[src/rtl/mult_stim_gen_pkg.sv]
// Shared types and helpers for the multiplier stimulus generator:
// operand modes, FSM states, LFSR feedback mask and parity helper.
package mult_stim_pkg;

  typedef enum logic [1:0] {
    STIM_RANDOM = 2'd0,
    STIM_CORNER = 2'd1,
    STIM_MIXED  = 2'd2,
    STIM_SWEEP  = 2'd3
  } stim_mode_t;

  typedef enum logic [2:0] {
    ST_IDLE     = 3'd0,
    ST_LOAD     = 3'd1,
    ST_REQ      = 3'd2,
    ST_WAIT_RDY = 3'd3,
    ST_DONE     = 3'd4
  } stim_state_t;

  // Galois feedback mask for x^32 + x^22 + x^2 + x + 1 (right-shifting form)
  localparam logic [31:0] LFSR_POLY = 32'h8020_0003;

  function automatic logic parity_calc(input logic [31:0] data, input logic invert);
    return (^data) ^ invert;
  endfunction

endpackage

[src/rtl/mult_stim_gen_if.sv]
// Operand/handshake bundle between the stimulus generator (master)
// and the signed parity-protected multiplier (slave).
interface mult_stim_gen_if #(parameter int DATA_W = 16);

  logic signed [DATA_W-1:0] arg_a;
  logic                     arg_a_parity;
  logic signed [DATA_W-1:0] arg_b;
  logic                     arg_b_parity;
  logic                     req;
  logic                     ack;
  logic                     result_rdy;
  logic                     exp_parity_err;

  modport master (
    output arg_a, arg_a_parity, arg_b, arg_b_parity, req, exp_parity_err,
    input  ack, result_rdy
  );

  modport slave (
    input  arg_a, arg_a_parity, arg_b, arg_b_parity, req, exp_parity_err,
    output ack, result_rdy
  );

endinterface

[src/rtl/mult_stim_gen_lfsr32.sv]
// 32-bit Galois LFSR with a reset seed; advances one step per enabled cycle.
module lfsr32
  import mult_stim_pkg::*;
#(
  parameter logic [31:0] SEED = 32'h0000_0001
) (
  input  logic        clk,
  input  logic        rst,
  input  logic        i_en,
  output logic [31:0] o_state
);

  logic [31:0] r_state;

  // Shift right and fold the feedback mask in when the outgoing bit is 1
  always_ff @(posedge clk) begin
    if (rst) begin
      r_state <= SEED;
    end else if (i_en) begin
      r_state <= (r_state >> 1) ^ (r_state[0] ? LFSR_POLY : 32'h0000_0000);
    end
  end

  assign o_state = r_state;

endmodule

[src/rtl/mult_stim_gen.sv]
// LFSR-driven operand generator for the signed parity-protected multiplier:
// drives req/ack/result_rdy, injects parity errors on request, counts ops, times out.
module mult_stim_gen
  import mult_stim_pkg::*;
#(
  parameter int          DATA_W      = 16,
  parameter int          NUM_OPS     = 1000,
  parameter int          TIMEOUT_CYC = 64,
  parameter logic [31:0] SEED_A      = 32'h0000_0001,
  parameter logic [31:0] SEED_B      = 32'h0000_ACE1
) (
  input  logic                           clk,
  input  logic                           rst,
  mult_stim_gen_if.master                bus,
  input  logic                           i_start,
  input  logic [1:0]                     i_mode,
  input  logic                           i_inj_en,
  output logic                           o_busy,
  output logic                           o_done,
  output logic                           o_timeout,
  output logic [$clog2(NUM_OPS+1)-1:0]   o_op_count
);

  localparam int CNT_W  = $clog2(NUM_OPS + 1);
  localparam int WAIT_W = $clog2(TIMEOUT_CYC + 1);
  localparam logic [DATA_W-1:0] MIN_V     = {1'b1, {(DATA_W-1){1'b0}}};
  localparam logic [DATA_W-1:0] MAX_V     = {1'b0, {(DATA_W-1){1'b1}}};
  localparam logic [CNT_W-1:0]  NUM_OPS_C = CNT_W'(NUM_OPS);
  localparam logic [WAIT_W-1:0] WAIT_LAST = WAIT_W'(TIMEOUT_CYC - 1);

  stim_state_t       r_state, w_state_nxt;
  stim_mode_t        r_mode;
  logic              r_inj_en;
  logic [31:0]       w_lfsr_a, w_lfsr_b;
  logic [CNT_W-1:0]  r_op_count, w_count_inc;
  logic [WAIT_W-1:0] r_wait;
  logic              r_busy, r_done, r_timeout, r_req;
  logic [DATA_W-1:0] r_arg_a, r_arg_b, w_arg_a, w_arg_b;
  logic              r_par_a, r_par_b, r_exp_err;
  logic              w_fa, w_fb, w_start_ok, w_complete, w_expire, w_last_op;
  logic [1:0]        w_sweep_idx;

  lfsr32 #(.SEED(SEED_A)) u_lfsr_a (.clk(clk), .rst(rst), .i_en(1'b1), .o_state(w_lfsr_a));
  lfsr32 #(.SEED(SEED_B)) u_lfsr_b (.clk(clk), .rst(rst), .i_en(1'b1), .o_state(w_lfsr_b));

  function automatic logic [DATA_W-1:0] pick_operand(input logic [31:0] r,
                                                     input stim_mode_t m,
                                                     input logic sweep_max);
    logic [DATA_W-1:0] v;
    case (m)
      STIM_RANDOM: v = r[DATA_W-1:0];
      STIM_CORNER: v = r[29] ? MAX_V : MIN_V;
      STIM_MIXED: begin
        if (r[31:29] == 3'b000)      v = MIN_V;
        else if (r[31:29] == 3'b111) v = MAX_V;
        else                         v = r[DATA_W-1:0];
      end
      STIM_SWEEP:  v = sweep_max ? MAX_V : MIN_V;
      default:     v = r[DATA_W-1:0];
    endcase
    return v;
  endfunction

  // Operand candidates and injection flags for the LOAD cycle
  always_comb begin
    w_sweep_idx = 2'(r_op_count);
    w_fa        = r_inj_en & w_lfsr_a[28];
    w_fb        = r_inj_en & w_lfsr_b[28];
    // sweep order: (MIN,MIN) (MAX,MAX) (MIN,MAX) (MAX,MIN)
    w_arg_a     = pick_operand(w_lfsr_a, r_mode, w_sweep_idx[0]);
    w_arg_b     = pick_operand(w_lfsr_b, r_mode, w_sweep_idx[0] ^ w_sweep_idx[1]);
  end

  // Next-state logic with completion and timeout detection
  always_comb begin
    w_state_nxt = r_state;
    w_complete  = 1'b0;
    w_expire    = 1'b0;
    w_start_ok  = 1'b0;
    w_count_inc = (r_op_count == NUM_OPS_C) ? r_op_count : r_op_count + CNT_W'(1);
    w_last_op   = (w_count_inc == NUM_OPS_C);
    case (r_state)
      ST_IDLE, ST_DONE: begin
        if (i_start) begin
          w_start_ok  = 1'b1;
          w_state_nxt = ST_LOAD;
        end else begin
          w_state_nxt = r_state;
        end
      end
      ST_LOAD: w_state_nxt = ST_REQ;
      ST_REQ: begin
        if (bus.ack && bus.result_rdy) begin
          w_complete  = 1'b1;
          w_state_nxt = w_last_op ? ST_DONE : ST_LOAD;
        end else if (bus.ack) begin
          w_state_nxt = ST_WAIT_RDY;
        end else if (r_wait == WAIT_LAST) begin
          w_expire    = 1'b1;
          w_state_nxt = ST_DONE;
        end else begin
          w_state_nxt = ST_REQ;
        end
      end
      ST_WAIT_RDY: begin
        if (bus.result_rdy) begin
          w_complete  = 1'b1;
          w_state_nxt = w_last_op ? ST_DONE : ST_LOAD;
        end else if (r_wait == WAIT_LAST) begin
          w_expire    = 1'b1;
          w_state_nxt = ST_DONE;
        end else begin
          w_state_nxt = ST_WAIT_RDY;
        end
      end
      default: w_state_nxt = ST_IDLE;
    endcase
  end

  // State register
  always_ff @(posedge clk) begin
    if (rst) r_state <= ST_IDLE;
    else     r_state <= w_state_nxt;
  end

  // Run control, op/wait counters and status outputs
  always_ff @(posedge clk) begin
    if (rst) begin
      r_mode     <= STIM_RANDOM;
      r_inj_en   <= 1'b0;
      r_op_count <= '0;
      r_wait     <= '0;
      r_req      <= 1'b0;
      r_busy     <= 1'b0;
      r_done     <= 1'b0;
      r_timeout  <= 1'b0;
    end else begin
      r_req  <= (w_state_nxt == ST_REQ);
      r_busy <= (w_state_nxt inside {ST_LOAD, ST_REQ, ST_WAIT_RDY});
      if (w_start_ok) begin
        r_op_count <= '0;
        r_timeout  <= 1'b0;
        r_done     <= 1'b0;
        r_mode     <= stim_mode_t'(i_mode);
        r_inj_en   <= i_inj_en;
      end else if (w_complete) begin
        r_op_count <= w_count_inc;
        r_done     <= w_last_op;
      end else if (w_expire) begin
        r_timeout  <= 1'b1;
        r_done     <= 1'b1;
      end
      // the wait counter restarts on every state change
      if (w_state_nxt != r_state) begin
        r_wait <= '0;
      end else if (r_state == ST_REQ || r_state == ST_WAIT_RDY) begin
        r_wait <= r_wait + WAIT_W'(1);
      end
    end
  end

  // Operand and parity registers, written only in LOAD
  always_ff @(posedge clk) begin
    if (rst) begin
      r_arg_a   <= '0;
      r_arg_b   <= '0;
      r_par_a   <= 1'b0;
      r_par_b   <= 1'b0;
      r_exp_err <= 1'b0;
    end else if (r_state == ST_LOAD) begin
      r_arg_a   <= w_arg_a;
      r_arg_b   <= w_arg_b;
      r_par_a   <= parity_calc(32'(w_arg_a), w_fa);
      r_par_b   <= parity_calc(32'(w_arg_b), w_fb);
      r_exp_err <= w_fa | w_fb;
    end
  end

  assign bus.arg_a          = r_arg_a;
  assign bus.arg_a_parity   = r_par_a;
  assign bus.arg_b          = r_arg_b;
  assign bus.arg_b_parity   = r_par_b;
  assign bus.req            = r_req;
  assign bus.exp_parity_err = r_exp_err;
  assign o_busy             = r_busy;
  assign o_done             = r_done;
  assign o_timeout          = r_timeout;
  assign o_op_count         = r_op_count;

endmodule
[src/flat_wrapper.sv]
// flat-port wrapper written by rule: the top's interface ports become plain ports
module mult_stim_gen_flat import mult_stim_pkg::*;
#(
  parameter int          DATA_W      = 16,
  parameter int          NUM_OPS     = 1000,
  parameter int          TIMEOUT_CYC = 64,
  parameter logic [31:0] SEED_A      = 32'h0000_0001,
  parameter logic [31:0] SEED_B      = 32'h0000_ACE1
)
  (clk, rst, i_start, i_mode, i_inj_en, o_busy, o_done, o_timeout, o_op_count, bus_arg_a, bus_arg_a_parity, bus_arg_b, bus_arg_b_parity, bus_req, bus_exp_parity_err, bus_ack, bus_result_rdy);
  mult_stim_gen_if #(.DATA_W(DATA_W)) bus_i ();
  input  logic clk;
  input  logic rst;
  input  logic i_start;
  input  logic [1:0] i_mode;
  input  logic i_inj_en;
  output logic o_busy;
  output logic o_done;
  output logic o_timeout;
  output logic [$clog2(NUM_OPS+1)-1:0] o_op_count;
  output wire logic [$bits(bus_i.arg_a)-1:0] bus_arg_a;
  output wire logic [$bits(bus_i.arg_a_parity)-1:0] bus_arg_a_parity;
  output wire logic [$bits(bus_i.arg_b)-1:0] bus_arg_b;
  output wire logic [$bits(bus_i.arg_b_parity)-1:0] bus_arg_b_parity;
  output wire logic [$bits(bus_i.req)-1:0] bus_req;
  output wire logic [$bits(bus_i.exp_parity_err)-1:0] bus_exp_parity_err;
  input wire logic [$bits(bus_i.ack)-1:0] bus_ack;
  input wire logic [$bits(bus_i.result_rdy)-1:0] bus_result_rdy;
  assign bus_arg_a = bus_i.arg_a;
  assign bus_arg_a_parity = bus_i.arg_a_parity;
  assign bus_arg_b = bus_i.arg_b;
  assign bus_arg_b_parity = bus_i.arg_b_parity;
  assign bus_req = bus_i.req;
  assign bus_exp_parity_err = bus_i.exp_parity_err;
  assign bus_i.ack = bus_ack;
  assign bus_i.result_rdy = bus_result_rdy;
  mult_stim_gen #(.DATA_W(DATA_W), .NUM_OPS(NUM_OPS), .TIMEOUT_CYC(TIMEOUT_CYC), .SEED_A(SEED_A), .SEED_B(SEED_B)) u_core (.clk(clk), .rst(rst), .bus(bus_i), .i_start(i_start), .i_mode(i_mode), .i_inj_en(i_inj_en), .o_busy(o_busy), .o_done(o_done), .o_timeout(o_timeout), .o_op_count(o_op_count));
endmodule
[config.mk]
export PLATFORM = sky130hd
export DESIGN_NAME = mult_stim_gen_flat
export DESIGN_NICKNAME = d
export VERILOG_FILES = /design/src/rtl/mult_stim_gen_pkg.sv /design/src/rtl/mult_stim_gen_if.sv /design/src/rtl/mult_stim_gen_lfsr32.sv /design/src/rtl/mult_stim_gen.sv /design/src/flat_wrapper.sv
export SDC_FILE = /design/constraint.sdc
export NUM_CORES = 1
export LEC_CHECK = 0
export BUFFER_PORTS_ARGS = -buffer_cell sky130_fd_sc_hd__buf_4
export CAP_MARGIN = 5
export CORE_ASPECT_RATIO = 2
export CORE_UTILIZATION = 30
export DETAILED_ROUTE_END_ITERATION = 8
export GPL_TIMING_DRIVEN = 0
export PLACE_DENSITY = 0.47
export SYNTH_ARGS = -nofsm -noshare
export SYNTH_HDL_FRONTEND = slang
export SYNTH_SLANG_ARGS = --single-unit
export TNS_END_PERCENT = 30
[constraint.sdc]
create_clock -name clk -period 2.1 [get_ports clk]
set_input_delay 0.42 -clock clk [delete_from_list [all_inputs] [get_ports clk]]
set_output_delay 0.42 -clock clk [all_outputs]
set_load 0.03 [all_outputs]
==> flow_summary.toml <==
[grt]
antenna_found_initial = 0
grt_max_degree = 17
grt_use_total_pct = 15.97
grt_pass1_wl_mm = 21.57
grt_pass1_vias = 4227
overflow = 0

[power]
p_total_uw = 6532
p_sw_uw = 1673
switching_share_pct = 25.62
pwr-share-comb_pct = 13.6
p_leak_uw = 0.002468
intPower_uw = 4859
p_seq_share_pct = 40.0
peakVddDrop_uv = 546.9
clock_power_share_pct = 46.4
pwr_density_cell_mw_per_mm2 = 981.9

[final_layout]
finish.utilization_pct = 39.68
final_nets = 656
syn2layout_area_growth_pct = 29.62
multi_input_area_mm2 = 0.002506
final_cell_mix = "dfxtp_1 (123), buf_4 (70), nand2_1 (61)"
layout_commonest_cell = "dfxtp_1"
drive_gt1_share_pct = 21.92
layoutNonFillerInstCount = 864
antenna_cells = 0
fillers = 1722
seqCellArea_mm2 = 0.002531

[critical_path]
cp_max_fo = 7
path_cells = "buf_8, clkinv_4, ha_4, nand4b_1, buf_4, o21ai_2, o211ai_1, a211oi_2, nand4_1, a211oi_2"
critPathBufInv = 3
cpPeakStageDelay_ps = 370
critical-path-top-delay-family = "compound AO/OA/AOI/OAI gates"
crit_required_ps = 2430
path_class = "reg2reg"
critPathSlowestCell = "dfxtp_4"
arrival_ps = 2380
end_kind = "register"
start_kind = "register"
critical_path.most_common_cell = "a211oi_2"

[place]
dp_cells = 820
place_ws_ps = -424.5
gp_congestion = 0.8698
dp_hpwl_mm = 9.669
place.port_buffers = 55

[route]
wl_per_cell_um = 15.42
dr.pass1.iters = 4
vias_per_cell = 4.828
initialDrtViolationCount = 151
drt_wl_total_mm = 13.32
via_count = 4171
ant_nets = 0
drc_errors = 0

[clock_network]
cts_buffers = 17
clk_path_buf_depth = 2
path_clk_slew_ps = 60
cts.sinks = 126
htreeDepth = 4
clock-root-buffer = "clkbuf_16"
cts_tree = "built"
clk_latency_ps = 410

[floorplan]
core_mm2 = 0.01677
start_util_pct = 30.61
die_height_um = 187.0
ios = 57
rows = 67
dieWidth_um = 94.49
fp.dieArea_mm2 = 0.01767

[synth]
synth_cell_types = 54
ys_async_sr_fraction_pct = 0
ys_seq_elements = 126
ys.warnings.count = 0
synth_edf_count = 0
syn-num-nets = 569
synthTopCellsByArea = "dfxtp_1 (49%), nor2b_1 (7.2%), o211ai_1 (5.1%), a21oi_1 (4.9%), xnor2_1 (4.6%)"
synth_top_area_cell = "dfxtp_1"
synth_ff_type = "dfxtp_1"
syn_inst = 558
synth_top_area_share_pct = 49.15
synth_area_mm2 = 0.005132
ys_seq_area_share_pct = 49.15
avgSynthCellArea_um2 = 9.198

[sta]
setup_ws_ps = 42.82
grt_setup_unrepaired = "yes"
tightest_slew_ps = 652.2
slew_headroom_pct = 56.52
max_freq_mhz = 486.1
fin_crit_sh_pct = 97.96
finalHoldViolCount = 0
final.min_clock_period_ps = 2057
skew_ps = 9.615
slew_violations = 0
setup_violations = 0

[min_path]
min_path_type = "in2reg"

[flow_run]
drv_cap = 0

[status]
status = "finished, final reports clean"
## through the flow
step                hold slack [ps]  instance area, µm²  setup TNS [ps]
global route                  283.4                6653          -160.9
finish                        293.4                6653               0
CTS                           275.0                6494          -91.55
global placement              396.5                5808           -4382
detailed placement            400.7                5808           -6310
floorplan                     389.5                5136               0
## synthesized netlist by cell type (2+ instances only)
cell type,n
nor2_1,38
o31a_1,2
buf_2,7
nand4_1,7
nand2_1,62
buf_1,2
o22ai_1,2
a21oi_1,50
nand2b_1,8
o21a_1,2
a31oi_1,2
ha_1,3
nand4b_1,2
inv_1,8
a211oi_2,2
o211ai_1,35
xnor2_1,27
nor3_1,9
xor2_1,12
o21ai_0,9
a211oi_1,6
nor2b_1,59
nor4_1,2
or2_2,8
nand3_1,9
dfxtp_1,126
xnor3_1,4
clkbuf_1,28
and2_1,2
## worst reg2reg max path: cells and delay by family (launching register included)
kind / cells / cell delay [ps]
DFF: 1 / 370
adders and majority gates: 1 / 110
AOI/OAI and AO/OA: 4 / 770
and+or+nand+nor: 2 / 340
buffers and inverters: 3 / 390
## metal layers
metal / wire [µm] / up-vias / GRT usage, %
met5: 0 / - / 0
met4: 256 / 0 / 5.536
met3: 425 / 17 / 3.902
met2: 7414 / 95 / 29.77
met1: 5228 / 1985 / 16.84
li1: - / 2074 / -
## path summary, 6_finish.rpt
path	endpoint	from	slack [ps]	cells after the start
min	u_core.r_inj_en	i_inj_en	290	3
max reg2reg	u_core.r_state[2]	u_core.o_op_count[0]	40	10
max	u_core.r_state[2]	u_core.o_op_count[0]	40	10
min reg2reg	u_core.u_lfsr_b.o_state[15]	u_core.u_lfsr_b.o_state[16]	410	1
## area by class of cell
cell class / count / area share [%]
sequential: 126 / 38.05
clock buffer: 20 / 6.564
tap: 207 / 3.893
inverter: 9 / 0.6207
buffer: 37 / 2.896
multi-input combinational: 385 / 37.67
timing repair buffer: 69 / 7.786
clock inverter: 11 / 2.520
## logic make-up after synthesis
logic type / Yosys count / synth area share (%)
AOI/OAI and AO/OA: 125 / 16.09
xor gates and xnor gates: 45 / 9.191
adders and majority gates: 3 / 0.7314
buffers and inverters: 47 / 3.754
DFF: 126 / 49.15
muxes: 1 / 0.4388
and+or+nand+nor: 211 / 20.65
## flip-flops by register name (all words and copies together) (netlist names), 2 cells and up
register,count
u_core.r_wait,7
u_core.u_lfsr_b.o_state,32
u_core.r_state,3
u_core.o_op_count,10
u_core.r_mode,2
u_core.bus.arg_b,16
u_core.bus.arg_a,16
u_core.u_lfsr_a.o_state,32
## what timing repair did
item	in CTS	in global routing
setup endpoints to repair	24	44
buffers inserted	2	12
resized for setup	15	29
hold buffers	0	0
hold endpoints to repair	0	0
pin swaps	4	12
## power by group through the flow
stage | clock network [µW] | registers (µW) | logic [µW]
floorplan | 0 | 2730 | 532
global placement | 0 | 2660 | 859
detailed placement | 0 | 2660 | 874
CTS | 3110 | 2610 | 885
global route | 3210 | 2630 | 968
finish | 3030 | 2610 | 888
No activity file was read; power rests on OpenSTA's default activity.
